## config.mk

```make
export PLATFORM = sky130hd
export DESIGN_NAME = dl_reset_sequencer_flat
export DESIGN_NICKNAME = d
export VERILOG_FILES = /design/src/rtl/dl_reset_sequencer_if.sv /design/src/rtl/dl_reset_sequencer.sv /design/src/flat_wrapper.sv
export SDC_FILE = /design/constraint.sdc
export NUM_CORES = 1
export LEC_CHECK = 0
export CAP_MARGIN = 20
export CORE_MARGIN = 5
export CORE_UTILIZATION = 53
export DETAILED_ROUTE_END_ITERATION = 6
export PLACE_DENSITY_LB_ADDON = 0.08
export SETUP_SLACK_MARGIN = 0.02
export SLEW_MARGIN = 10
export SYNTH_ARGS = -nofsm -noshare
export SYNTH_HDL_FRONTEND = slang
export SYNTH_SLANG_ARGS = --single-unit
```

## constraint.sdc

```tcl
create_clock -name clk -period 4.5 [get_ports clk]
set_clock_uncertainty 0.1 [all_clocks]
set_input_delay 0.45 -clock clk [delete_from_list [all_inputs] [get_ports clk]]
set_output_delay 0.45 -clock clk [all_outputs]
set_load 0.005 [all_outputs]
```

## src/rtl/dl_reset_sequencer_if.sv

```systemverilog
// hps_io ioctl download bus as seen by the reset sequencer.
interface dl_reset_sequencer_if;
  logic        ioctl_download;
  logic [7:0]  ioctl_index;
  logic        ioctl_wr;
  logic [24:0] ioctl_addr;
  logic [7:0]  ioctl_dout;

  modport master (
    output ioctl_download, ioctl_index, ioctl_wr, ioctl_addr, ioctl_dout
  );

  modport slave (
    input ioctl_download, ioctl_index, ioctl_wr, ioctl_addr, ioctl_dout
  );
endinterface

```

## src/rtl/dl_reset_sequencer.sv

```systemverilog
// Routes ioctl ROM writes to the core loader, latches mode/DIP bytes and
// holds the core in reset until a valid image has loaded and settled.
module dl_reset_sequencer #(
  parameter int unsigned ADDR_W      = 14,
  parameter logic [7:0]  ROM_INDEX   = 8'd0,
  parameter logic [7:0]  MODE_INDEX  = 8'd1,
  parameter logic [7:0]  DIP_INDEX   = 8'd254,
  parameter int unsigned HOLD_CYCLES = 1024
) (
  input  logic                  clk,
  input  logic                  reset,
  input  logic                  ext_reset,
  dl_reset_sequencer_if.slave   ioctl,
  output logic                  core_reset,
  output logic                  dn_wr,
  output logic [ADDR_W-1:0]     dn_addr,
  output logic [7:0]            dn_data,
  output logic [1:0]            game_mode,
  output logic [7:0]            dip0,
  output logic [7:0]            dip1,
  output logic                  rom_loaded,
  output logic                  loading,
  output logic                  overflow
);

  localparam int unsigned CNT_W = $clog2(HOLD_CYCLES + 1);
  localparam logic [CNT_W-1:0] HOLD_LOAD = CNT_W'(HOLD_CYCLES - 1);

  typedef enum logic [1:0] {S_NOROM, S_LOADING, S_HOLD, S_RUN} state_t;

  state_t            state, state_n;
  logic [CNT_W-1:0]  hold_cnt, hold_cnt_n;
  logic              rom_dl, rom_dl_q, dl_rise, dl_fall;
  logic              mode_wr, mode_chg, rom_wr, in_range, dip_wr;
  logic              nonzero;
  logic [ADDR_W:0]   byte_cnt;
  logic [7:0]        dip_bytes [8];

  assign rom_dl   = ioctl.ioctl_download && (ioctl.ioctl_index == ROM_INDEX);
  assign dl_rise  = rom_dl && !rom_dl_q;
  assign dl_fall  = !rom_dl && rom_dl_q;
  assign mode_wr  = ioctl.ioctl_wr && (ioctl.ioctl_index == MODE_INDEX);
  assign mode_chg = mode_wr && (ioctl.ioctl_dout[1:0] != game_mode);
  assign rom_wr   = (state == S_LOADING) && rom_dl && ioctl.ioctl_wr;
  assign in_range = (ioctl.ioctl_addr[24:ADDR_W] == '0);
  assign dip_wr   = ioctl.ioctl_wr && (ioctl.ioctl_index == DIP_INDEX) &&
                    (ioctl.ioctl_addr[24:3] == '0);

  assign dip0 = dip_bytes[0];
  assign dip1 = dip_bytes[1];

  always_ff @(posedge clk) begin
    if (reset) begin
      state    <= S_NOROM;
      hold_cnt <= '0;
    end else begin
      state    <= state_n;
      hold_cnt <= hold_cnt_n;
    end
  end

  always_comb begin
    state_n    = state;
    hold_cnt_n = hold_cnt;
    unique case (state)
      S_NOROM: ;
      S_LOADING: begin
        if (dl_fall) begin
          if (nonzero && (byte_cnt != '0)) begin
            state_n    = S_HOLD;
            hold_cnt_n = HOLD_LOAD;
          end else begin
            state_n = S_NOROM;
          end
        end
      end
      S_HOLD: begin
        if (hold_cnt != '0)  hold_cnt_n = hold_cnt - 1'b1;
        else if (!ext_reset) state_n    = S_RUN;
      end
      S_RUN: ;
      default: state_n = S_NOROM;
    endcase
    if (mode_chg && ((state == S_RUN) || (state == S_HOLD))) begin
      state_n    = S_HOLD;
      hold_cnt_n = HOLD_LOAD;
    end
    // A new ROM download outranks a mode-change re-hold.
    if (dl_rise) state_n = S_LOADING;
  end

  always_ff @(posedge clk) begin
    if (reset) begin
      // Previous-download flag resets high so a download already running
      // when reset drops is not mistaken for a fresh rising edge.
      rom_dl_q   <= 1'b1;
      core_reset <= 1'b1;
      dn_wr      <= 1'b0;
      dn_addr    <= '0;
      dn_data    <= '0;
      game_mode  <= '0;
      rom_loaded <= 1'b0;
      loading    <= 1'b0;
      overflow   <= 1'b0;
      nonzero    <= 1'b0;
      byte_cnt   <= '0;
      for (int unsigned i = 0; i < 8; i++) dip_bytes[i] <= '0;
    end else begin
      rom_dl_q <= rom_dl;
      dn_wr    <= 1'b0;
      if (dl_rise) begin
        rom_loaded <= 1'b0;
        overflow   <= 1'b0;
        nonzero    <= 1'b0;
        byte_cnt   <= '0;
        loading    <= 1'b1;
      end else if (rom_wr) begin
        if (in_range) begin
          dn_wr   <= 1'b1;
          dn_addr <= ioctl.ioctl_addr[ADDR_W-1:0];
          dn_data <= ioctl.ioctl_dout;
          if (ioctl.ioctl_dout != 8'h00) nonzero <= 1'b1;
          if (byte_cnt != '1) byte_cnt <= byte_cnt + 1'b1;
        end else begin
          overflow <= 1'b1;
        end
      end else if ((state == S_LOADING) && dl_fall) begin
        loading <= 1'b0;
        if (nonzero && (byte_cnt != '0)) rom_loaded <= 1'b1;
      end
      if (mode_wr) game_mode <= ioctl.ioctl_dout[1:0];
      if (dip_wr)  dip_bytes[ioctl.ioctl_addr[2:0]] <= ioctl.ioctl_dout;
      core_reset <= (state_n == S_RUN) ? ext_reset : 1'b1;
    end
  end

endmodule

```

## src/flat_wrapper.sv

```systemverilog
// flat-port wrapper written by rule: the top's interface ports become plain ports
module dl_reset_sequencer_flat 
#(
  parameter int unsigned ADDR_W      = 14,
  parameter logic [7:0]  ROM_INDEX   = 8'd0,
  parameter logic [7:0]  MODE_INDEX  = 8'd1,
  parameter logic [7:0]  DIP_INDEX   = 8'd254,
  parameter int unsigned HOLD_CYCLES = 1024
)
  (clk, reset, ext_reset, core_reset, dn_wr, dn_addr, dn_data, game_mode, dip0, dip1, rom_loaded, loading, overflow, ioctl_ioctl_download, ioctl_ioctl_index, ioctl_ioctl_wr, ioctl_ioctl_addr, ioctl_ioctl_dout);
  dl_reset_sequencer_if ioctl_i ();
  input  logic clk;
  input  logic reset;
  input  logic ext_reset;
  output logic core_reset;
  output logic dn_wr;
  output logic [ADDR_W-1:0] dn_addr;
  output logic [7:0] dn_data;
  output logic [1:0] game_mode;
  output logic [7:0] dip0;
  output logic [7:0] dip1;
  output logic rom_loaded;
  output logic loading;
  output logic overflow;
  input wire logic [$bits(ioctl_i.ioctl_download)-1:0] ioctl_ioctl_download;
  input wire logic [$bits(ioctl_i.ioctl_index)-1:0] ioctl_ioctl_index;
  input wire logic [$bits(ioctl_i.ioctl_wr)-1:0] ioctl_ioctl_wr;
  input wire logic [$bits(ioctl_i.ioctl_addr)-1:0] ioctl_ioctl_addr;
  input wire logic [$bits(ioctl_i.ioctl_dout)-1:0] ioctl_ioctl_dout;
  assign ioctl_i.ioctl_download = ioctl_ioctl_download;
  assign ioctl_i.ioctl_index = ioctl_ioctl_index;
  assign ioctl_i.ioctl_wr = ioctl_ioctl_wr;
  assign ioctl_i.ioctl_addr = ioctl_ioctl_addr;
  assign ioctl_i.ioctl_dout = ioctl_ioctl_dout;
  dl_reset_sequencer #(.ADDR_W(ADDR_W), .ROM_INDEX(ROM_INDEX), .MODE_INDEX(MODE_INDEX), .DIP_INDEX(DIP_INDEX), .HOLD_CYCLES(HOLD_CYCLES)) u_core (.clk(clk), .reset(reset), .ext_reset(ext_reset), .ioctl(ioctl_i), .core_reset(core_reset), .dn_wr(dn_wr), .dn_addr(dn_addr), .dn_data(dn_data), .game_mode(game_mode), .dip0(dip0), .dip1(dip1), .rom_loaded(rom_loaded), .loading(loading), .overflow(overflow));
endmodule
```

### Word level (Yosys, flattened, before mapping)

Memory sizes are Yosys's and may differ from the RTL's.
Cells that the tools add are included.
W data, S select, Z words.

| operators by class | value |
|---|---|
| muxes and demuxes | 24 |
| reductions and logical operators | 37 |
| add/subtract/negate cells | 2 |
| eq/ne operators | 15 |
| bitwise logic cells | 4 |

Operators with widths:

| cell | number |
|---|---|
| $mux W11 | 3 |
| $logic_not A22 Y1 | 1 |
| $pmux W11 S2 | 1 |
| $add A15 B1 Y15 const B | 1 |
| $ne A15 B15 Y1 const B | 1 |
| $reduce_bool A15 Y1 | 1 |
| $logic_and A1 B1 Y1 | 12 |
| $mux W2 | 6 |
| $reduce_and A3 Y1 | 4 |
| $logic_not A11 Y1 | 1 |
| $reduce_bool A11 Y1 | 1 |
| $sub A11 B1 Y11 const B | 1 |
| $mux W1 | 10 |
| $mux W10 | 1 |
| $eq A8 B1 Y1 const B | 1 |
| $eq A8 B8 Y1 const B | 1 |
| $logic_not A8 Y1 | 1 |
| $mux W8 | 1 |
| $reduce_and A4 Y1 | 2 |
| $reduce_bool A8 Y1 | 1 |
| $reduce_or A8 Y1 | 1 |
| $eq A2 B2 Y1 const B | 3 |
| $ne A2 B1 Y1 const B | 3 |
| $ne A3 B2 Y1 const B | 2 |
| 14 further kinds | 22 |

| word-level totals | value |
|---|---|
| logic and storage cells | 97 |
| memories | 1 |
| output and inout bits | 45 |
| bits in writable memories | 64 |
| register bits after elaboration | 59 |
| bits of input ports | 46 |

Memory list:

| name | words | bits a word | read ports | clocked after Yosys merged registers in | wr ports | RTL line | source |
|---|---|---|---|---|---|---|---|
| u_core.dip_bytes | 8 | 8 | 2 | 0 | 8 | dl_reset_sequencer.sv:37 | `logic [7:0] dip_bytes [8];` |

### Depth between registers and ports, before layout

| depth | value |
|---|---|
| depth in word-level cells | 11 |
| gate-level depth with buffers | 9 |
| mapped depth without buffers | 7 |

### Least setup slack after synthesis

OpenSTA, ideal clock, no wires.

| path | value |
|---|---|
| path kind | input-to-reg |
| start point | in ioctl_ioctl_index[5] |
| end point | reg u_core.byte_cnt[7] |
| path slack | 1.708 ns |
| data required time | 4.268 ns |
| cell stages on the path | 8 |
| arrival time | 2.560 ns |
| cells stage by stage | or4_1 buf_2 or4_4 a311o_1 buf_6 clkbuf_1 o21ai_0 a21oi_1 |

| on the way | value |
|---|---|
| cells in the longest elaborated chain, start to end | 5 |
| elaborated cells on any way between the ends | 7 |
| those cells by class | 7 x reduce/logical |

RTL lines:

| item | RTL line | source |
|---|---|---|
| start, declared | flat_wrapper.sv:26 | `input wire logic [$bits(ioctl_i.ioctl_index)-1:0] ioctl_ioctl_index;` |
| $logic_not A8 Y1 (*) | dl_reset_sequencer.sv:39 | `assign rom_dl = ioctl.ioctl_download && (ioctl.ioctl_index == ROM_INDEX);` |
| $logic_and A1 B1 Y1 (*) | dl_reset_sequencer.sv:39 |  |
| $logic_and A1 B1 Y1 (2 in series) | dl_reset_sequencer.sv:44 | `assign rom_wr = (state == S_LOADING) && rom_dl && ioctl.ioctl_wr;` |
| $reduce_and A3 Y1 (no source line) | -- |  |
| end signal, assigned | dl_reset_sequencer.sv:123 | `if (byte_cnt != '1) byte_cnt <= byte_cnt + 1'b1;` |
| end, declared | dl_reset_sequencer.sv:36 | `logic [ADDR_W:0] byte_cnt;` |

Mark *: on every way between the ends. The rest lies on a longest branch, timed or not.
A chain may end at the register's enable or synchronous reset.

### Worst setup path in the final report

| path | value |
|---|---|
| start point | in ioctl_ioctl_index[5] |
| end point | reg u_core.byte_cnt[5] |

The elaborated chain is that of the path after synthesis.

==> results.ini <==
[outcome]
status = complete, no violations

[sta]
drv_slew = 0
hold_ws_ps = 397
relSlewSlack_pct = 48.6
setup_violations = 0
tightestPinTransition_ps = 771
fmax_ghz = 0.311
post-route-period-util_pct = 71.5
grt_setup_unrepaired = false
period_needed_ps = 3220
final.setup.tns_ps = 0
hold_violations = 0

[placement]
globalplace.congestion = 0.829
io_buffers = 90
dpl.hpwl_mm = 6.69

[global_route]
antenna_found_initial = 0
grt_pass1_wl_mm = 14.9
grt_max_degree = 38
grt_remaining_overflow = 0
grt_pass1_vias = 2999
track_usage_pct = 21.8

[clock_network]
clock_latency_ps = 350
cts_resized = 0
ctsLongestPathBuffers = 2
root_buffer = clkbuf_8
path_clk_slew_ps = 80
cts_tree = done
ctsHoldBuffers = 0
cts.htree.levels = 3
cts_buffers = 9
post_cts_buffers = 0
clkSinkCount = 75

[synthesis]
synth.area.mux_share_pct = 7.10
synth_top_area_share_pct = 33.3
synthTopCellsByArea = dfxtp_1, edfxtp_1, mux2i_1
ys_types = 56
syn_nets = 429
yosysTopAreaCell = dfxtp_1
synth_edf_count = 16
ys_warn_count = 0
synth_seq_cells = 75
synthSimpleGateAreaFrac_pct = 25.7
yosysMostFrequentCell = dfxtp_1
synth_fa_ha_area_share_pct = 2.83
postSynth.topFlopCell = dfxtp_1
syn-instance-count = 375
synth_compound_area_share_pct = 12.7
synth-xor-area-share_pct = 1.24
ys_top_cells_by_count = dfxtp_1, nor2_1, mux2i_1
syn_avg_cell_area_um2 = 9.45
ys_seq_area_share_pct = 46.9
synthesis.area_mm2 = 0.00354
async_reset_ff_share_pct = 0
synth_top_family_by_area = simple AND/OR/NAND/NOR gates

[detailed_routing]
ant_nets = 0
drc = 0
vias_per_cell = 5.91
wl_per_cell_um = 16.9
dr.pass1.iters = 4
drt_iter0_markers = 164
dr_total_vias = 3217
routed_wl_mm = 9.18

[power_and_ir_drop]
power_frac_comb_pct = 6.5
total_leakage_power_nw = 1.80
power_frac_clock_pct = 41.9
power.total_mw = 1.35
p_switching_mw = 0.291
internal_power_mw = 1.06
power.share.sequential_pct = 51.5
peakVddDrop_mv = 0.242
powerDensity_mw_per_mm2 = 287
p_sw_share_pct = 21.5

[critical_path]
cpLargestDelayFamily = simple AND/OR/NAND/NOR gates
path_class = in -> reg
cpMostUsedCell = or4_1
worstPathMaxFanout = 22
arrival_ps = 3380
start_kind = primary input
endpoint_kind = register
cpPeakStageDelay_ps = 670
critPathBufInv = 1
worst_ep_required_time_ps = 4670
crit_chain = clkdlybuf4s50_1 > or4_1 > or4_4 > a311o_1 > or4_1 > a21oi_1
slowest_stage = or4_1

[job]
cap_violations = 0

[floorplan]
dieHeight_um = 91.8
die-area_mm2 = 0.00842
io_pins = 91
die_w_um = 91.8
start_util_pct = 55.2
core_mm2 = 0.00642
rows = 29

[cells_and_area]
antenna_cells = 0
fill_cells = 479
area.growth.synth_to_final_pct = 32.7
drive_above_1_share_pct = 5.14
fin_nets = 516

[worst_hold_path]
hp-class = reg -> reg

-- power by group through the flow --
| stage | Clock, mW | Combinational, mW | Sequential, mW |
|---|---|---|---|
| 2_1_floorplan | 0 | 0.0186 | 0.712 |
| 3_3_place_gp | 0 | 0.0863 | 0.711 |
| 3_5_place_dp | 0 | 0.0877 | 0.711 |
| 4_1_cts | 0.578 | 0.0885 | 0.695 |
| 5_1_grt | 0.616 | 0.0934 | 0.696 |
| 6_report | 0.566 | 0.0883 | 0.695 |
-- area by class of cell --
type                    count  area [um^2]  share of cell area, %
clock buffers              10          128                   2.71
clock inverters             6         88.8                   1.89
inverters                  15         56.3                   1.20
multi-input cells         269         1750                   37.3
flip-flops and latches     75         1660                   35.3
repair buffers             92          916                   19.5
well taps                  77         96.3                   2.05
-- cell usage in the layout, fill, tap and decap left out, drive strengths merged, types with 2 or more instances in the layout --
cell,synthesis,layout
mux2i,24,24
nor4b,5,5
nand3,8,8
edfxtp,16,16
and4,5,5
bufinv,0,2
nor2b,2,2
and2,13,13
nand2,19,19
nor3,11,11
clkdlybuf4s50,0,90
dfxtp,59,59
a2111o,2,2
or2,2,2
a2111oi,2,2
nand4,5,5
nor4,12,12
and3,14,14
o31ai,5,5
clkinvlp,0,2
inv,15,16
nor2,43,43
a21oi,16,16
a211oi,3,3
or3,10,10
o311ai,3,3
or4,7,7
clkbuf,11,10
or3b,2,2
a221oi,2,2
o41ai,3,3
nand2b,2,2
xnor2,5,5
ha,8,8
a211o,2,2
nand3b,2,2
o21ai,15,15
buf,5,2
-- tightest hold or removal path, stage by stage (launching register included) --
cell and delay, ps:
dfxtp_1 340, nor2_1 50, nor2_1 70
-- sequential cells by signal (all words and copies together), names as in the netlist --
register / count
u_core.overflow: 1
u_core.dn_addr: 14
u_core.byte_cnt: 15
u_core.dip_bytes: 16
u_core.rom_loaded: 1
u_core.dn_data: 8
u_core.nonzero: 1
u_core.rom_dl_q: 1
u_core.state: 2
u_core.loading: 1
u_core.hold_cnt: 11
u_core.game_mode: 2
u_core.core_reset: 1
u_core.dn_wr: 1
-- worst paths after layout --
| check | startpoint | end | slack [ps] | cells after the start |
|---|---|---|---|---|
| max | ioctl_ioctl_index[5] | u_core.byte_cnt[5]$_SDFFE_PP0P_ | 1280 | 6 |
| min | u_core.rom_loaded$_SDFFE_PP0P_ | u_core.rom_loaded$_SDFFE_PP0P_ | 400 | 2 |
| max reg2reg | u_core.state[0]$_SDFF_PP0_ | u_core.byte_cnt[5]$_SDFFE_PP0P_ | 1800 | 6 |
| min reg2reg | u_core.rom_loaded$_SDFFE_PP0P_ | u_core.rom_loaded$_SDFFE_PP0P_ | 400 | 2 |
-- cells by family after synthesis --
group,count (synthesis)
mux,25
fa+ha+maj,8
xor+xnor,5
buf+inv,31
simple gates,165
flops,75
compound gates,66
-- through the flow --
step | cell area, um^2 | std cells | setup slack, ps | utilization (%)
after detailed placement | 4480 | 528 | 948 | 69.8
final | 4700 | 544 | 1280 | 73.2
after CTS | 4700 | 544 | 1310 | 73.2
after floorplan | 3540 | 375 | 1710 | -
after global placement | 4480 | 528 | 1030 | 69.8
after global routing | 4700 | 544 | 1200 | 73.2
-- routing by layer --
| layer | vias to the layer above | GRT usage, % | part of all wire, % |
|---|---|---|---|
| met3 | 9 | 4.50 | 6.3 |
| li1 | 1576 | - | - |
| met1 | 1514 | 27.8 | 43 |
| met5 | - | 0 | 0 |
| met2 | 118 | 37.4 | 50 |
| met4 | 0 | 6.06 | 1.0 |
No activity file was read; power rests on OpenSTA's default activity.
